File: src/rtl/dmem_arbiter_if.sv
// Signal bundle between the two requesters, the arbiter and the data memory.
// slave is the arbiter's view; master is the view of the requesters and memory around it.
interface dmem_arbiter_if #(
   parameter int ADDR_W = 64,
   parameter int DATA_W = 64
);
   logic              a_req;
   logic              a_we;
   logic [ADDR_W-1:0] a_addr;
   logic [DATA_W-1:0] a_wdata;
   logic              a_ack;
   logic [DATA_W-1:0] a_rdata;

   logic              b_req;
   logic              b_we;
   logic [ADDR_W-1:0] b_addr;
   logic [DATA_W-1:0] b_wdata;
   logic              b_ack;
   logic [DATA_W-1:0] b_rdata;

   logic [ADDR_W-1:0] mem_addr;
   logic [DATA_W-1:0] mem_wdata;
   logic              mem_we;
   logic              mem_re;
   logic [DATA_W-1:0] mem_rdata;

   modport slave (
      input  a_req, a_we, a_addr, a_wdata,
      input  b_req, b_we, b_addr, b_wdata,
      input  mem_rdata,
      output a_ack, a_rdata, b_ack, b_rdata,
      output mem_addr, mem_wdata, mem_we, mem_re
   );

   modport master (
      output a_req, a_we, a_addr, a_wdata,
      output b_req, b_we, b_addr, b_wdata,
      output mem_rdata,
      input  a_ack, a_rdata, b_ack, b_rdata,
      input  mem_addr, mem_wdata, mem_we, mem_re
   );
endinterface

File: src/rtl/dmem_arbiter.sv
// Round-robin arbiter sharing single-ported dmem between CPU (A) and loader (B); write ack at t+2, read ack at t+2+MEM_LATENCY.
// Requesters hold req until ack; the losing port simply waits, and cpu_stall holds the CPU meanwhile.
module dmem_arbiter #(
   parameter int ADDR_W      = 64,
   parameter int DATA_W      = 64,
   parameter int MEM_LATENCY = 1
) (
   input  logic           clk,
   input  logic           reset,
   dmem_arbiter_if.slave  bus,
   output logic           cpu_stall,
   output logic           busy
);

   typedef enum logic [1:0] {IDLE, ISSUE, WAIT, DONE} state_t;

   localparam logic [3:0] CNT_INIT = 4'(MEM_LATENCY);

   state_t            state;
   state_t            state_nxt;
   logic              grant_b;
   logic              last_b;
   logic              lat_we;
   logic [ADDR_W-1:0] lat_addr;
   logic [DATA_W-1:0] lat_wdata;
   logic [3:0]        cnt;
   logic [DATA_W-1:0] a_rdata_q;
   logic [DATA_W-1:0] b_rdata_q;
   logic              any_req;
   logic              pick_b;

   assign any_req = bus.a_req | bus.b_req;
   // On a tie, the port that did not win last time goes next.
   assign pick_b  = bus.b_req & (~bus.a_req | ~last_b);

   always_ff @(posedge clk) begin
      if (!reset) begin
         state <= IDLE;
      end else begin
         state <= state_nxt;
      end
   end

   always_comb begin
      state_nxt   = state;
      bus.mem_we  = 1'b0;
      bus.mem_re  = 1'b0;
      bus.a_ack   = 1'b0;
      bus.b_ack   = 1'b0;
      case (state)
         IDLE: begin
            if (any_req) state_nxt = ISSUE;
         end
         ISSUE: begin
            bus.mem_we = lat_we;
            bus.mem_re = ~lat_we;
            state_nxt  = lat_we ? DONE : WAIT;
         end
         WAIT: begin
            if (cnt == 4'd1) state_nxt = DONE;
         end
         DONE: begin
            bus.a_ack = ~grant_b;
            bus.b_ack = grant_b;
            state_nxt = IDLE;
         end
         default: state_nxt = IDLE;
      endcase
   end

   always_ff @(posedge clk) begin
      if (!reset) begin
         last_b    <= 1'b1;
         grant_b   <= 1'b0;
         lat_we    <= 1'b0;
         lat_addr  <= '0;
         lat_wdata <= '0;
         cnt       <= '0;
         a_rdata_q <= '0;
         b_rdata_q <= '0;
      end else begin
         case (state)
            IDLE: begin
               if (any_req) begin
                  grant_b   <= pick_b;
                  lat_we    <= pick_b ? bus.b_we    : bus.a_we;
                  lat_addr  <= pick_b ? bus.b_addr  : bus.a_addr;
                  lat_wdata <= pick_b ? bus.b_wdata : bus.a_wdata;
               end
            end
            ISSUE: begin
               if (!lat_we) cnt <= CNT_INIT;
            end
            WAIT: begin
               cnt <= cnt - 4'd1;
               // Memory data is valid in the last WAIT cycle; land it straight in the port's rdata.
               if (cnt == 4'd1) begin
                  if (grant_b) b_rdata_q <= bus.mem_rdata;
                  else         a_rdata_q <= bus.mem_rdata;
               end
            end
            DONE: begin
               last_b <= grant_b;
            end
            default: ;
         endcase
      end
   end

   assign bus.mem_addr  = lat_addr;
   assign bus.mem_wdata = lat_wdata;
   assign bus.a_rdata   = a_rdata_q;
   assign bus.b_rdata   = b_rdata_q;
   assign busy          = (state != IDLE);
   assign cpu_stall     = bus.a_req & ~bus.a_ack;

endmodule

File: src/flat_wrapper.sv
// flat-port wrapper written by rule: the top's interface ports become plain ports
module dmem_arbiter_flat 
#(
   parameter int ADDR_W      = 64,
   parameter int DATA_W      = 64,
   parameter int MEM_LATENCY = 1
)
  (clk, reset, cpu_stall, busy, bus_a_req, bus_a_we, bus_a_addr, bus_a_wdata, bus_b_req, bus_b_we, bus_b_addr, bus_b_wdata, bus_mem_rdata, bus_a_ack, bus_a_rdata, bus_b_ack, bus_b_rdata, bus_mem_addr, bus_mem_wdata, bus_mem_we, bus_mem_re);
  dmem_arbiter_if #(.ADDR_W(ADDR_W), .DATA_W(DATA_W)) bus_i ();
  input  logic clk;
  input  logic reset;
  output logic cpu_stall;
  output logic busy;
  input wire logic [$bits(bus_i.a_req)-1:0] bus_a_req;
  input wire logic [$bits(bus_i.a_we)-1:0] bus_a_we;
  input wire logic [$bits(bus_i.a_addr)-1:0] bus_a_addr;
  input wire logic [$bits(bus_i.a_wdata)-1:0] bus_a_wdata;
  input wire logic [$bits(bus_i.b_req)-1:0] bus_b_req;
  input wire logic [$bits(bus_i.b_we)-1:0] bus_b_we;
  input wire logic [$bits(bus_i.b_addr)-1:0] bus_b_addr;
  input wire logic [$bits(bus_i.b_wdata)-1:0] bus_b_wdata;
  input wire logic [$bits(bus_i.mem_rdata)-1:0] bus_mem_rdata;
  output wire logic [$bits(bus_i.a_ack)-1:0] bus_a_ack;
  output wire logic [$bits(bus_i.a_rdata)-1:0] bus_a_rdata;
  output wire logic [$bits(bus_i.b_ack)-1:0] bus_b_ack;
  output wire logic [$bits(bus_i.b_rdata)-1:0] bus_b_rdata;
  output wire logic [$bits(bus_i.mem_addr)-1:0] bus_mem_addr;
  output wire logic [$bits(bus_i.mem_wdata)-1:0] bus_mem_wdata;
  output wire logic [$bits(bus_i.mem_we)-1:0] bus_mem_we;
  output wire logic [$bits(bus_i.mem_re)-1:0] bus_mem_re;
  assign bus_i.a_req = bus_a_req;
  assign bus_i.a_we = bus_a_we;
  assign bus_i.a_addr = bus_a_addr;
  assign bus_i.a_wdata = bus_a_wdata;
  assign bus_i.b_req = bus_b_req;
  assign bus_i.b_we = bus_b_we;
  assign bus_i.b_addr = bus_b_addr;
  assign bus_i.b_wdata = bus_b_wdata;
  assign bus_i.mem_rdata = bus_mem_rdata;
  assign bus_a_ack = bus_i.a_ack;
  assign bus_a_rdata = bus_i.a_rdata;
  assign bus_b_ack = bus_i.b_ack;
  assign bus_b_rdata = bus_i.b_rdata;
  assign bus_mem_addr = bus_i.mem_addr;
  assign bus_mem_wdata = bus_i.mem_wdata;
  assign bus_mem_we = bus_i.mem_we;
  assign bus_mem_re = bus_i.mem_re;
  dmem_arbiter #(.ADDR_W(ADDR_W), .DATA_W(DATA_W), .MEM_LATENCY(MEM_LATENCY)) u_core (.clk(clk), .reset(reset), .bus(bus_i), .cpu_stall(cpu_stall), .busy(busy));
endmodule
File: config.mk
export PLATFORM = sky130hd
export DESIGN_NAME = dmem_arbiter_flat
export DESIGN_NICKNAME = d
export VERILOG_FILES = /design/src/rtl/dmem_arbiter_if.sv /design/src/rtl/dmem_arbiter.sv /design/src/flat_wrapper.sv
export SDC_FILE = /design/constraint.sdc
export NUM_CORES = 1
export LEC_CHECK = 0
export BUFFER_PORTS_ARGS = -buffer_cell sky130_fd_sc_hd__buf_2
export CORE_AREA = 5 5 227 229
export DETAILED_ROUTE_END_ITERATION = 16
export DIE_AREA = 0 0 232 234
export PLACE_DENSITY_LB_ADDON = 0.15
export SLEW_MARGIN = 25
export SYNTH_ARGS = -nofsm -noshare
export SYNTH_HDL_FRONTEND = slang
export SYNTH_SLANG_ARGS = --single-unit
File: constraint.sdc
create_clock -name clk -period 4.95 [get_ports clk]
set_input_delay 0.99 -clock clk [delete_from_list [all_inputs] [get_ports clk]]
set_output_delay 0.99 -clock clk [all_outputs]
set_load 0.05 [all_outputs]
==> results_dict.tcl, run 1 <==
set metrics [dict create \
    die_x_um 232 \
    ys_seq_area_frac 0.470 \
    grt_pass1_vias 10215 \
    cp.buffers_inverters 3 \
    setup_tns_ps 0 \
    fmax_ghz 0.372 \
    start_util 0.228 \
    grt_overflow 0 \
    critPathArrivalTime_ps 1700 \
    fin_nets 2074 \
    p_switching_mw 3.75 \
    hold_viol 0 \
    irDropWorstVdd_mv 0.336 \
    synth_top_flop_cell "dfxtp_1" \
    cts_hold_buf 0 \
    critPathMaxStageDelay_ps 340 \
    rrSetupSlack_ps 2560 \
    grt.total_usage 0.157 \
    cts_tree "done" \
    rsz0062_at_grt "no" \
    io_buffers 587 \
    core_area_mm2 0.0495 \
    fin_skew_ps 19.9 \
    cp_common_cell "inv_1" \
    hpwl_mm 34.3 \
    crit_slowest_cell "dfxtp_1" \
    switching_share 0.433 \
    netlist_area_mm2 0.0113 \
    drt-total-wl_mm 45.5 \
    grt_max_degree 125 \
    drive_above_1_share 0.444 \
    powerDensity_mw_per_mm2 547 \
    chipHeight_um 234 \
    clkSlewWorstSetupHoldPaths_ps 60 \
    cts_max_level 2 \
    cp_cell_sequence "inv_1, ha_1, nand2_1, inv_1, buf_2" \
    crit_family "buffers and inverters" \
    placedInstanceArea_mm2 0.0147 \
    combPwrFrac 0.390 \
    wl_per_cell_um 18.7 \
    hold_start "u_core.bus.b_rdata[20]" \
    slew_violations 0 \
    final_cell_mix "586 x buf_2, 265 x nand2_1, 265 x dfxtp_1, 133 x o21ai_0, 131 x a21oi_1" \
    worst_hold_path.endpoint "u_core.bus.b_rdata[20]" \
    synth.top_cell.area_share 0.470 \
    required_ps 3960 \
    crit_fanout 5 \
    cts_made_buffers 34 \
    vias 10517 \
    die-area_mm2 0.0543 \
    finalWeightedCongestion 0.783 \
    internal_power_mw 4.90 \
    yosys_warnings 0 \
    max_cap_violations 0 \
    ctsResizeCount 0 \
    ys_seq_elements 265 \
    postSynthAreaPerCell_um2 9.44 \
    synth.area.top_cells "dfxtp_1 47%, a21boi_2 12%, mux2i_1 12%, nand2_1 8.8%, o21ai_0 5.9%" \
    post_cts_buffers 0 \
    clock_latency_ps 530 \
    reg2reg_depth 7 \
    antenna_found_initial 19 \
    num_rows 82 \
    max-slew-margin-rel 0.436 \
    cts_root_buf "clkbuf_16" \
    synth-edff-count 0 \
    hold-path-cell-count 2 \
    hp-class "flop to flop" \
    first_pass_iters 4 \
    p_leak_nw 6.98 \
    path_class "flop to primary output" \
    endpoint_kind "primary output" \
    tightest_slew_ps 845 \
    fin_area_mm2 0.0158 \
    initialDrtViolationCount 383 \
    clockPowerShare 0.286 \
    cts_sinks 265 \
    power_mw 8.65 \
    pin_count 588 \
    hold_slack_ps 458 \
    synth-async-reset-ratio 0 \
    status "completed" \
    rr_endpoint "u_core.bus.a_rdata[25]" \
    fin_crit_sh 0.543 \
    rr_startpoint "u_core.state[0]" \
    viasPerCell 4.32 \
    antenna_left 0 \
    synth_cells 1195 \
    clock_path_buffers 3 \
    finalSetupViolCount 0 \
    route.detailed.drc 0 \
    syn_nets 1528 \
    start_kind "flop" \
    synth_top_area_cell "dfxtp_1" \
    p_seq_frac 0.324 \
    area_growth_pct 40.2 \
    synth_cell_type_count 31 \
    finalCriticalPeriod_ps 2690 \
    final_common_cell "buf_2" \
    grt_pass1_wl_mm 65.5 \
]
[worst register-to-register path, cell delays in order (launching register included)]
cell	delay [ps]
dfxtp_1	370
inv_1	100
ha_1	300
and4bb_4	260
nand2_2	440
buf_4	550
nand2_1	180
a21boi_2	150
[flip-flops by register name, indices dropped and copies added (netlist names)]
| name | flops |
|---|---|
| u_core.bus.mem_addr | 64 |
| u_core.grant_b | 1 |
| u_core.state | 2 |
| u_core.last_b | 1 |
| u_core.bus.b_rdata | 64 |
| u_core.bus.a_rdata | 64 |
| u_core.bus.mem_wdata | 64 |
| u_core.lat_we | 1 |
| u_core.cnt | 4 |
[per-stage QoR]
step	instances	worst slack, ps	utilization
3_5_place_dp	2376	2090	0.297
4_1_cts	2432	2190	0.319
5_1_grt	2436	2100	0.320
6_report	2437	2260	0.320
3_3_place_gp	2375	2130	0.297
2_1_floorplan	1195	2260	-
[worst max path at each step]
stage / startpoint / to / slack [ps] / cells after the start
2_1_floorplan: bus_a_req / cpu_stall / 2260 / 1
3_3_place_gp: bus_a_req / u_core.bus.mem_wdata[61] / 2130 / 5
3_5_place_dp: bus_a_req / u_core.bus.mem_wdata[45] / 2090 / 5
4_1_cts: u_core.state[1] / bus_mem_we / 2190 / 5
5_1_grt: u_core.state[1] / bus_mem_we / 2100 / 5
6_report: u_core.state[1] / bus_mem_we / 2260 / 5
[final cells by class]
| class | count | area [um^2] |
|---|---|---|
| Clock inverter | 11 | 159 |
| Antenna cell | 4 | 10.0 |
| Sequential cell | 265 | 5310 |
| Inverter | 8 | 30.0 |
| Timing Repair Buffer | 608 | 3200 |
| Multi-Input combinational cell | 824 | 5340 |
| Fill cell | 5297 | 33600 |
| Clock buffer | 45 | 923 |
| Tap cell | 672 | 841 |
[logic make-up after synthesis]
family,share of synthesized area
AO/OA/AOI/OAI,0.248
adder cells (fa/ha/maj),0.00776
buffers and inverters,0.0579
flip-flops,0.470
multiplexers,0.115
AND/OR/NAND/NOR,0.100
[cells in the mapped netlist (5+ instances only)]
library cell,number
a21boi_0,10
a21boi_2,121
a21oi_1,131
buf_2,40
buf_4,10
buf_8,12
clkbuf_1,34
dfxtp_1,265
ha_1,7
inv_1,8
mux2i_1,130
nand2_1,265
nor2_1,5
o21ai_0,133
[power by group through the flow]
stage	logic (mW)	registers (mW)	clock network, mW
2_1_floorplan	0.931	4.29	0
3_3_place_gp	3.37	2.84	0
3_5_place_dp	3.42	2.83	0
4_1_cts	3.42	2.80	2.57
5_1_grt	3.56	2.86	2.66
6_report	3.37	2.80	2.47
[per-layer routing]
layer,track usage,vias to the layer above,share of wire
met5,0,-,0.0036
met4,0.0401,30,0.024
met3,0.0637,84,0.092
met2,0.265,384,0.48
met1,0.185,4830,0.40
li1,-,5189,-
No activity file was read; power rests on OpenSTA's default activity.
==> run 2: changes to the inputs <==
Clock period 4.95 ns to 2.34 ns, I/O delays scaled along.
==> run 2 against run 1 <==
Compared with the run above: via count decreased by 0.39%; hold slack lost 330 ps; sequential power up 110%; highest routed layer unchanged; cell area grew 1.5%; clock power is 120% higher; critical path type unchanged; sequential share of layout area decreased by 0.48 points; critical endpoint is now busy; clock skew is 1.7 ps lower; global-route usage down 0.12 points; critical path depth is 1 lower; count of clock-buffer cells in the layout is 1 higher; first-iteration DRC count is 3.1% higher.
==> results_dict.tcl, run 2 (synthesis results as in run 1) <==
set metrics [dict create \
    cts_max_level 1 \
    grtUsageMet1 0.190 \
    route.detailed.drc 0 \
    num_rows 82 \
    p_leak_nw 7.08 \
    clock_path_buffers 3 \
    grt_max_degree 80 \
    path_class "flop to primary output" \
    rrSetupSlack_ps 340 \
    irDropWorstVdd_mv 0.636 \
    grt_overflow 0 \
    fin_cells 2450 \
    clockPowerShare 0.292 \
    required_ps 1870 \
    fmax_ghz 0.459 \
    hp-class "input port to flop" \
    max_cap_violations 0 \
    post_cts_buffers 0 \
    pin_count 588 \
    fill_cells 5278 \
    internal_power_mw 10.5 \
    met2_usage 0.271 \
    fin_crit_sh 0.931 \
    grt.total_usage 0.155 \
    drt-total-wl_mm 45.1 \
    grt_pass1_vias 10505 \
    max-slew-margin-rel 0.648 \
    rr_startpoint "u_core.state[0]" \
    endpoint_kind "primary output" \
    drive_above_1_share 0.452 \
    clkSlewWorstSetupHoldPaths_ps 60 \
    use_met3 0.0384 \
    cts_made_buffers 31 \
    finalCriticalPeriod_ps 2180 \
    start_util 0.228 \
    fin_nets 2084 \
    hold-path-cell-count 3 \
    powerDensity_mw_per_mm2 1150 \
    cts_root_buf "clkbuf_16" \
    die_x_um 232 \
    final_common_cell "buf_2" \
    crit_slowest_cell "dfxtp_1" \
    core_area_mm2 0.0495 \
    rsz0062_at_grt "no" \
    slew_violations 0 \
    die-area_mm2 0.0543 \
    p_seq_frac 0.320 \
    setup_tns_ps 0 \
    initialDrtViolationCount 395 \
    rr_endpoint "u_core.bus.a_rdata[17]" \
    cp_common_cell "inv_1" \
    clock_latency_ps 590 \
    tightest_slew_ps 522 \
    fin_skew_ps 18.3 \
    reg2reg_depth 7 \
    viasPerCell 4.28 \
    grt_pass1_wl_mm 65.6 \
    first_pass_iters 4 \
    cts_tree "done" \
    top_usage_layer "met2" \
    chipHeight_um 234 \
    antenna_found_initial 7 \
    critPathMaxStageDelay_ps 370 \
    p_switching_mw 7.98 \
    cp_cell_sequence "inv_1, ha_1, inv_1, buf_2" \
    cts_sinks 265 \
    io_buffers 587 \
    finalSetupViolCount 0 \
    regArea_mm2 0.00531 \
    multi_input_area_mm2 0.00534 \
    switching_share 0.431 \
    hold_start "bus_mem_rdata[37]" \
    vias 10476 \
    status "completed" \
    hpwl_mm 35.0 \
    area_growth_pct 42.2 \
    critPathArrivalTime_ps 1710 \
    hold_viol 0 \
    antenna_left 0 \
    finalWeightedCongestion 0.791 \
    combPwrFrac 0.388 \
    worst_hold_path.endpoint "u_core.bus.b_rdata[37]" \
    crit_fanout 4 \
    wl_per_cell_um 18.4 \
    final_cell_mix "585 x buf_2, 265 x nand2_1, 264 x dfxtp_1, 133 x o21ai_0, 131 x a21oi_1" \
    start_kind "flop" \
    dp.cells 2390 \
]
==> run 2: changes by cell type in the layout (fill, tap and decap cells not counted), moves of 3 or more <==
| cell | delta |
|---|---|
| clkinv_2 | -3 |
| clkbuf_1 | -5 |
| buf_12 | +9 |
| clkbuf_16 | -4 |
| buf_4 | +7 |
| clkbuf_8 | +10 |
==> run 2: what timing repair did <==
action	CTS	global route
gates resized for setup	0	3
endpoints found under the hold margin	0	0
hold buffers	0	0
endpoints found under the setup margin	0	1
==> run 2: area by class of cell <==
type                            count  share of cell area
Multi-Input combinational cell    824               0.333
Clock inverter                     12              0.0130
Inverter                            8             0.00187
Clock buffer                       46              0.0587
Tap cell                          672              0.0524
Sequential cell                   265               0.331
Antenna cell                        2            0.000312
Timing Repair Buffer              621               0.210
==> run 2: metal layers <==
| layer | part of all wire | vias up | wire [um] |
|---|---|---|---|
| met5 | 0.0015 | - | 69 |
| met4 | 0.029 | 10 | 1290 |
| met3 | 0.074 | 68 | 3350 |
| met2 | 0.49 | 387 | 22000 |
| met1 | 0.41 | 4806 | 18400 |
| li1 | - | 5205 | - |
==> run 2: critical path: cells and delay by family, from the launching register on <==
| family | cells | cell delay [ps] |
|---|---|---|
| buffers and inverters | 3 | 520 |
| DFF | 1 | 370 |
| adders and majority gates | 1 | 250 |
==> run 2: power by group through the flow <==
| stage | Sequential (mW) | Combinational, mW | Clock (mW) |
|---|---|---|---|
| 3_5_place_dp | 5.99 | 7.28 | 0 |
| 5_1_grt | 6.04 | 7.58 | 5.74 |
| 3_3_place_gp | 6.00 | 7.25 | 0 |
| 4_1_cts | 5.92 | 7.28 | 5.57 |
| 6_report | 5.92 | 7.17 | 5.40 |
| 2_1_floorplan | 9.07 | 1.97 | 0 |
==> run 2: stage by stage <==
step	util	power (mW)	setup slack, ps	hold WS [ps]	area [um^2]
after global placement	0.301	13.3	358	447	14900
after detailed placement	0.301	13.3	281	454	14900
after global routing	0.324	19.4	28.7	113	16000
after CTS	0.324	18.8	15.7	93.6	16000
after floorplan	-	11.0	190	454	11300
final	0.324	18.5	163	131	16000
==> run 2: how the worst max path moves through the flow <==
| stage | startpoint | to | slack [ps] | cells past startpoint |
|---|---|---|---|---|
| floorplan | u_core.state[1] | cpu_stall | 190 | 4 |
| global placement | u_core.state[0] | u_core.bus.a_rdata[17] | 360 | 7 |
| detailed placement | u_core.state[0] | u_core.bus.a_rdata[17] | 280 | 7 |
| CTS | u_core.state[1] | bus_mem_we | 20 | 5 |
| global route | u_core.state[1] | bus_mem_we | 30 | 5 |
| finish | u_core.state[0] | busy | 160 | 4 |
==> run 3: changes to the inputs <==
Settings changed: CTS_CLUSTER_DIAMETER from default to 100.
Clock period 2.34 ns to 1.8 ns, I/O delays scaled along.
==> run 3 against run 2 <==
Compared with the run above: largest cell class unchanged; register-to-register slack worse by 260 ps; combinational power is 36% higher; the flow now finishes with violations (negative setup slack); total power is 32% higher; routed wire length is 3.0% higher; via count is 1.8% higher; highest routed layer unchanged; global-route usage is 0.54 points higher; non-clock buffer count is 44 higher.
==> results_dict.tcl, run 3 (synthesis results as in run 1) <==
set metrics [dict create \
    start_kind "flop" \
    setup_tns_ps -114 \
    drt-total-wl_mm 46.4 \
    cts_root_buf "clkbuf_16" \
    max-slew-margin-rel 0.664 \
    fin_crit_sh 1.04 \
    crit_path_start "u_core.state[0]" \
    rsz0062_at_grt "yes" \
    status "complete, but fails checks" \
    post-place-ws_ps 66.2 \
    die_x_um 232 \
    area_growth_pct 47.2 \
    grt_overflow 0 \
    crit_fanout 3 \
    hold_start "bus_mem_rdata[10]" \
    antenna_left 0 \
    clockPowerShare 0.282 \
    violations "negative setup slack" \
    clkSlewWorstSetupHoldPaths_ps 60 \
    switching_share 0.435 \
    first_pass_iters 4 \
    critPathArrivalTime_ps 1510 \
    final_common_cell "buf_2" \
    tightest_slew_ps 499 \
    grt_pass1_wl_mm 67.0 \
    chipHeight_um 234 \
    post-route-util 0.336 \
    finalCriticalPeriod_ps 1870 \
    final_cell_mix "580 x buf_2, 264 x nand2_1, 262 x dfxtp_1, 133 x o21ai_0, 131 x a21oi_1" \
    cts_made_buffers 34 \
    p_switching_mw 10.6 \
    p_seq_frac 0.318 \
    clock_latency_ps 550 \
    fin_nets 2131 \
    fin_ws_ps -74.0 \
    start_util 0.228 \
    irDropWorstVdd_mv 1.33 \
    route.detailed.drc 0 \
    path_class "flop to primary output" \
    internal_power_mw 13.8 \
    combPwrFrac 0.400 \
    hpwl_mm 36.5 \
    reg2reg_depth 7 \
    initialDrtViolationCount 406 \
    cts_tree "done" \
    grt.total_usage 0.161 \
    finalWeightedCongestion 0.833 \
    rr_endpoint "u_core.bus.a_rdata[9]" \
    finalSetupViolCount 2 \
    p_leak_nw 7.36 \
    fill_cells 5221 \
    vias 10660 \
    drive_above_1_share 0.470 \
    clock_path_buffers 3 \
    hold-path-cell-count 3 \
    grt_pass1_vias 10663 \
    endpoint_kind "primary output" \
    cts_max_level 2 \
    worst_hold_path.endpoint "u_core.bus.b_rdata[10]" \
    powerDensity_mw_per_mm2 1470 \
    cts_hold_buf 0 \
    viasPerCell 4.27 \
    slew_violations 0 \
    rrSetupSlack_ps 80 \
    die-area_mm2 0.0543 \
    wl_per_cell_um 18.6 \
    cts_sinks 265 \
    io_buffers 587 \
    grt_max_degree 59 \
    hold_slack_ps 78.4 \
    dp.cells 2425 \
    hold_viol 0 \
    antenna_found_initial 5 \
    fin_cells 2498 \
    fin_skew_ps 28.5 \
    pin_count 588 \
    core_area_mm2 0.0495 \
    max_cap_violations 0 \
    hp-class "input port to flop" \
    num_rows 82 \
    fmax_ghz 0.534 \
    rr_startpoint "u_core.state[0]" \
    required_ps 1440 \
]
[run 3: power by group through the flow]
| stage | sequential, mW | combinational (mW) | clock (mW) |
|---|---|---|---|
| 6_report | 7.74 | 9.73 | 6.87 |
| 5_1_grt | 7.88 | 10.3 | 7.40 |
| 4_1_cts | 7.73 | 9.84 | 7.16 |
| 3_5_place_dp | 7.80 | 9.65 | 0 |
| 3_3_place_gp | 7.80 | 9.63 | 0 |
| 2_1_floorplan | 11.8 | 2.56 | 0 |
[run 3: how the worst max path moves through the flow]
stage	slack, ps	cells past startpoint	endpoint
2_1_floorplan	40	8	u_core.bus.mem_wdata[62]
3_3_place_gp	90	7	u_core.bus.mem_wdata[16]
3_5_place_dp	70	7	u_core.bus.mem_wdata[16]
4_1_cts	-110	6	cpu_stall
5_1_grt	-170	6	cpu_stall
6_report	-70	6	cpu_stall
[run 3: through the flow]
stage	power, mW	instance area (um^2)
2_1_floorplan	14.4	11300
3_3_place_gp	17.4	15200
3_5_place_dp	17.4	15200
4_1_cts	24.7	16500
5_1_grt	25.6	16600
6_report	24.3	16600
[run 3: worst max-delay path, cell delays in order, from the launching register on]
cell and delay (ps):
dfxtp_2 320, buf_6 120, ha_4 150, inv_4 60, nor2_4 40, nor2b_2 130
buf_6 170
[run 3: layer usage]
metal  wire length [um]  up-vias  global-route usage
li1                   -     5328                   -
met1              18800     4866               0.191
met2              22500      390               0.277
met3               3520       68              0.0486
met4               1520        8              0.0548
met5                 46        -                   0
[run 3: final cells by class]
class / count / area (um^2) / share of cell area
Antenna cell: 2 / 5.00 / 0.000301
Clock buffer: 51 / 986 / 0.0594
Clock inverter: 11 / 129 / 0.00776
Multi-Input combinational cell: 824 / 5400 / 0.325
Timing Repair Buffer: 665 / 3900 / 0.235
Tap cell: 672 / 841 / 0.0506
Sequential cell: 265 / 5310 / 0.320
Inverter: 8 / 37.5 / 0.00226
[run 3: what timing repair did]
item                                   in CTS  in global routing
cloned                                      0                  1
endpoints found under the hold margin       0                  0
pin swaps                                   3                  0
gates resized for setup                    37                  5
setup endpoints to repair                   6                 55
buffers inserted                            3                  5
